==> src/rtl/spi_master_out.sv <==
// spi_master_out: output-only SPI master, MSB first, CS active-low, SCK idles high.
// Define SPI_OUT_INVERT_EN to drive inverted MOSI data (idle/reset level becomes 1).
module spi_master_out #(
   parameter int BITS = 4,
   parameter int HALF = 3
) (
   input  logic            clk,
   input  logic            reset,
   input  logic            start,
   input  logic [BITS-1:0] data_in,
   output logic            mosi,
   output logic            sck,
   output logic            cs,
   output logic            busy,
   output logic            done
);
   localparam int CW = $clog2(BITS + 1);
   localparam int DW = (HALF > 1) ? $clog2(HALF) : 1;
   localparam logic [CW-1:0] LAST = CW'(BITS);
   localparam logic [DW-1:0] DMAX = DW'(HALF - 1);
`ifdef SPI_OUT_INVERT_EN
   localparam logic INV = 1'b1;
`else
   localparam logic INV = 1'b0;
`endif
   typedef enum logic [2:0] {IDLE, LEAD, SCK_LO, SCK_HI, TRAIL} state_t;
   state_t          state_q, state_d;
   logic [DW-1:0]   div_q, div_d;
   logic [CW-1:0]   cnt_q, cnt_d;
   logic [BITS-1:0] sh_q, sh_d;
   logic            sck_q, sck_d, cs_q, cs_d, mosi_q, mosi_d, done_q, done_d;
   logic            tick;
   assign tick = (div_q == DMAX);
   always_comb begin
      state_d = state_q;
      div_d   = (state_q == IDLE || tick) ? '0 : div_q + DW'(1);
      cnt_d   = cnt_q;
      sh_d    = sh_q;
      sck_d   = sck_q;
      cs_d    = cs_q;
      mosi_d  = mosi_q;
      done_d  = 1'b0;
      case (state_q)
         IDLE: if (start) begin
            state_d = LEAD;
            sh_d    = data_in;
            cs_d    = 1'b0;
            mosi_d  = data_in[BITS-1] ^ INV;
         end
         LEAD: if (tick) begin
            sck_d   = 1'b0;
            state_d = SCK_LO;
         end
         SCK_LO: if (tick) begin
            sck_d   = 1'b1;
            cnt_d   = cnt_q + CW'(1);
            state_d = SCK_HI;
         end
         SCK_HI: if (tick) begin
            if (cnt_q == LAST) state_d = TRAIL;
            else begin
               // next bit goes out with the falling edge so it is stable a full half-period
               sck_d   = 1'b0;
               sh_d    = sh_q << 1;
               mosi_d  = sh_q[BITS-2] ^ INV;
               state_d = SCK_LO;
            end
         end
         TRAIL: if (tick) begin
            cs_d    = 1'b1;
            done_d  = 1'b1;
            mosi_d  = INV;
            cnt_d   = '0;
            state_d = IDLE;
         end
         default: state_d = IDLE;
      endcase
   end
   always_ff @(posedge clk or posedge reset) begin
      if (reset) begin
         state_q <= IDLE;
         div_q   <= '0;
         cnt_q   <= '0;
         sh_q    <= '0;
         sck_q   <= 1'b1;
         cs_q    <= 1'b1;
         mosi_q  <= INV;
         done_q  <= 1'b0;
      end else begin
         state_q <= state_d;
         div_q   <= div_d;
         cnt_q   <= cnt_d;
         sh_q    <= sh_d;
         sck_q   <= sck_d;
         cs_q    <= cs_d;
         mosi_q  <= mosi_d;
         done_q  <= done_d;
      end
   end
   assign mosi = mosi_q;
   assign sck  = sck_q;
   assign cs   = cs_q;
   assign busy = ~cs_q;
   assign done = done_q;
endmodule

==> config.mk <==
export PLATFORM = sky130hd
export DESIGN_NAME = spi_master_out
export DESIGN_NICKNAME = d
export VERILOG_FILES = /design/src/rtl/spi_master_out.sv
export SDC_FILE = /design/constraint.sdc
export NUM_CORES = 1
export LEC_CHECK = 0
export BUFFER_PORTS_ARGS = -buffer_cell sky130_fd_sc_hd__clkbuf_2
export CAP_MARGIN = 20
export CORE_MARGIN = 2
export CORE_UTILIZATION = 54
export DETAILED_ROUTE_END_ITERATION = 10
export PLACE_DENSITY = 0.8
export SYNTH_ARGS = -nofsm -noshare
export SYNTH_HDL_FRONTEND = slang
export SYNTH_SLANG_ARGS = --single-unit
==> constraint.sdc <==
create_clock -name clk -period 2.2 [get_ports clk]
set_input_delay 0.22 -clock clk [delete_from_list [all_inputs] [get_ports clk]]
set_output_delay 0.22 -clock clk [all_outputs]
set_load 0.01 [all_outputs]
* Yosys cells after proc, flatten, opt, wreduce, memory -nomap -nowiden *
Cells that the tools add are included.

cells by class
  $add $sub $neg = 2
  mux-type cells = 27
  reduce and logical (&&, ||, !) cells = 13
  equal/unequal tests = 12
  bitwise logic cells = 1

operators with widths
  cell                   count
  $mux W3                10
  $pmux W3 S5            1
  $reduce_and A5 Y1      3
  $ne A2 B2 Y1 const B   6
  $pmux W3 S2            2
  $mux W1                10
  $eq A3 B2 Y1 const B   2
  $eq A3 B3 Y1 const B   2
  $pmux W1 S3            2
  $reduce_and A3 Y1      2
  $reduce_bool A2 Y1     3
  $reduce_bool A3 Y1     2
  $reduce_and A4 Y1      1
  $add A3 B1 Y3 const B  1
  $eq A3 B1 Y1 const B   1
  $logic_not A3 Y1       1
  $add A2 B1 Y2 const B  1
  $eq A2 B2 Y1 const B   1
  $mux W2                1
  $pmux W1 S2            1
  $logic_or A1 B1 Y1     1
  $not A1 Y1             1

storage, ports and cells
  logic and storage cells = 63
  input bits = 7
  bits in registers = 15
  output and inout bits = 5

* Longest topological paths before layout *
  depth after elaboration = 4
  mapped depth = 7
  depth with buffers taken out = 6

* Worst setup path after synthesis *
OpenSTA, ideal clock, no wires.

  path kind = flip-flop to flip-flop
  start = register div_q[0]
  end = register mosi_q, in the netlist mosi
  path buffers = 1
  required time = 2,075 ps
  data arrival time = 1,594 ps
  setup slack = 481 ps
  cell stages (with the launch flop) = 8
  setup time = 125 ps
  clock period less this slack = 1,719 ps
  cell sequence = dfrtp_1 inv_1 ha_1 clkbuf_1 nand2_1 o31ai_4 nor2_2 mux2_4

on the way
  cells in the longest elaborated chain, start to end = 3
  elaborated cells between the ends (all ways) = 4
  classes of those cells = 3 x eq/ne; 1 x reduce/logical

RTL lines
  element                        RTL line  text
  start: declaration             28        logic [DW-1:0] div_q, div_d;
  start signal: assignment       91        div_q <= div_d;
  $eq A2 B2 Y1 *                 33        assign tick = (div_q == DMAX);
  $ne A2 B2 Y1 (no line)         --
  $reduce_and A5 Y1 (no line) *  --
  end signal: assignment         96        mosi_q <= mosi_d;
  end: declaration               31        logic sck_q, sck_d, cs_q, cs_d, mosi_q, mosi_d, done_q, done_d;

Mark *: on every way between the ends. The rest lies on a longest branch, timed or not.
A chain may end at the register's enable or synchronous reset.

* Final worst setup path *
Same ends and word-level chain as after synthesis.

==> flow_metrics.tcl <==
set metrics [dict create \
    antenna_found_initial 0 \
    setup_viol 0 \
    critPathKind "reg2reg" \
    rrSetupSlack_ns 0.40 \
    synth.distinct_cells 30 \
    yosys_most_used_dff "dfrtp_1" \
    p_per_area_nw_per_um2 1270 \
    track_usage_pct 18.9 \
    irDropWorstVdd_mv 0.564 \
    post_drt_wl_per_cell_um 12.2 \
    post_drt_via_cell_ratio 5.39 \
    hold_ws_ns 0.154 \
    path_cells "inv_1 -> ha_1 -> nand2_1 -> o31ai_4 -> nor2_2 -> mux2_4" \
    ff2ff_path_depth 6 \
    final_common_cell "dfrtp_1" \
    rsz0062_at_grt "false" \
    period_needed_ns 1.80 \
    min_path_type "in2reg" \
    rows 14 \
    power.leakage_uw 0.000453 \
    dp_hpwl_mm 1.04 \
    critical_path.startpoint_type "flop" \
    finalSetupTns_ns 0 \
    slew_violations 0 \
    fin_nets 113 \
    synth_seq_cells 15 \
    layout_setup_ws_ns 0.400 \
    clk_latency_ns 0.28 \
    syn_area_per_cell_um2 9.05 \
    drt-initial-drc-count 20 \
    syn_to_final_growth_pct 12.1 \
    relSlewSlack_pct 62.2 \
    cts_buffers 3 \
    core_um2 1450 \
    drc 0 \
    path_clk_slew_ns 0.08 \
    critPathMaxFanout 10 \
    yosysWarnings 0 \
    fin_skew_ns 0.000902 \
    max_freq_mhz 556 \
    cts.path.max_buffers 2 \
    die_w_um 42.8 \
    drive_gt1_share_pct 21.6 \
    start_util_pct 56.0 \
    cts_max_level 1 \
    grt_pass1_vias 540 \
    cts_tree "done" \
    p_comb_share_pct 41.8 \
    synth.area.top_cells "dfrtp_1 40%, dfstp_2 6.5%, nand2_1 5.1%" \
    met2_usage_pct 29.7 \
    mostFrequentLayoutCells "13 x dfrtp_1, 11 x nand2_1, 11 x clkbuf_2" \
    clock_power_share_pct 13.5 \
    yosys.area.top_type_share_pct 39.9 \
    yosysSeqAreaShare_pct 46.4 \
    grt-ovfl-total 0 \
    clock_sinks 15 \
    timing.max_cap.violations 0 \
    grt.met1_usage_pct 23.0 \
    antenna_left 0 \
    synthesis.nets 100 \
    pwr-share-seq_pct 44.7 \
    post_cts_buffers 0 \
    synth_edf_count 0 \
    grt_pass1_wl_mm 2.48 \
    place_congestion 0.797 \
    die_h_um 42.8 \
    grt-busiest-layer "met2" \
    n_antenna_cell 0 \
    via_count 636 \
    dieArea_um2 1840 \
    routed_wl_mm 1.44 \
    grt_util_met3_pct 5.11 \
    fin_util_pct 62.8 \
    synth.cell_area_um2 815 \
    worstPathArrival_ns 1.98 \
    hold_viol 0 \
    crit_path_end_kind "flop" \
    cp.required_ns 2.38 \
    swShare_pct 40.1 \
    synthCells 90 \
    cts_root_buffer "clkbuf_4" \
    outcome "finished, final reports clean" \
    synthArstFlopShare_pct 100 \
    firstDrtPassIters 4 \
    p_int_uw 695 \
    pre_cts_slack_ns 0.409 \
    cp_slowest_cell "dfrtp_1" \
    tightestPinTransition_ns 0.567 \
    yosys.area.top_type "dfrtp_1" \
    hold_path_depth 3 \
    boundaryPins 12 \
    io_buffers 11 \
    period_share_pct 81.8 \
    cp_slowest_stage_delay_ns 0.39 \
    grt_max_degree 19 \
    switchingPower_uw 465 \
]
[power by group through the flow]
stage | clock (uW) | combinational, uW | sequential, uW
after floorplan | 0 | 436 | 464
after CTS | 160 | 491 | 516
final | 157 | 484 | 518
after global placement | 0 | 469 | 515
after global routing | 176 | 558 | 535
after detailed placement | 0 | 489 | 523
[Yosys cell counts (2+ instances only)]
library cell	instances
dfrtp_1	13
nand2_1	11
nor2_1	9
inv_1	7
a21oi_1	5
nand3_1	5
clkbuf_1	4
nor3_1	4
a21o_1	3
ha_1	3
o21ai_0	3
dfstp_2	2
nand2b_1	2
nand3b_1	2
o21ai_1	2
[state kept, by name (all words and copies together) (netlist names)]
register  count
cnt_q         3
sh_q          3
state_q       3
div_q         2
cs            1
done          1
mosi          1
sck           1
[cell type report]
class	count	area, um^2
flip-flops and latches	15	378
repair buffers	13	72.6
well taps	16	20.0
multi-input cells	63	390
fillers	126	541
inverters	7	26.3
clock buffers	4	26.3
[per-stage QoR]
stage,std cells,area (um^2),power [uW]
floorplan,90,815,899
global placement,113,877,984
detailed placement,113,877,1010
CTS,118,913,1170
global route,118,913,1270
finish,118,913,1160
[worst paths after layout]
path,from,to
max,div_q[0]$_DFF_PP0_,mosi$_DFFE_PP0P_
min,data_in[0],sh_q[0]$_DFFE_PP0P_
max reg2reg,div_q[0]$_DFF_PP0_,mosi$_DFFE_PP0P_
min reg2reg,div_q[0]$_DFF_PP0_,div_q[0]$_DFF_PP0_
max in group asynchronous,reset,cs$_DFFE_PP1P_
min in group asynchronous,reset,state_q[0]$_DFFE_PP0P_
[worst max-delay path: cells and delay by family, from the launching register on]
family	cells	cell delay, ns
adder cells (fa/ha/maj)	1	0.32
buffers and inverters	1	0.06
multiplexers	1	0.30
AO/OA/AOI/OAI	1	0.36
AND/OR/NAND/NOR	2	0.26
flip-flops	1	0.39
[layer usage]
layer  routed length [um]  vias to the layer above
met5                    0                        -
met4                   41                        0
met3                   59                        5
met2                  654                       13
met1                  687                      289
li1                     -                      329
[cell families after synthesis]
family,count (synthesis),synth area share (%)
buffers and inverters,12,5.68
multiplexers,3,4.45
flip-flops,15,46.4
AO/OA/AOI/OAI,19,16.0
AND/OR/NAND/NOR,38,22.9
adder cells (fa/ha/maj),3,4.61
[what timing repair did]
item	4_1_cts	5_1_grt
hold buffers	1	0
gates resized for setup	0	0
endpoints found under the hold margin	13	0
Note: power is estimated with default switching activity, not from simulation.
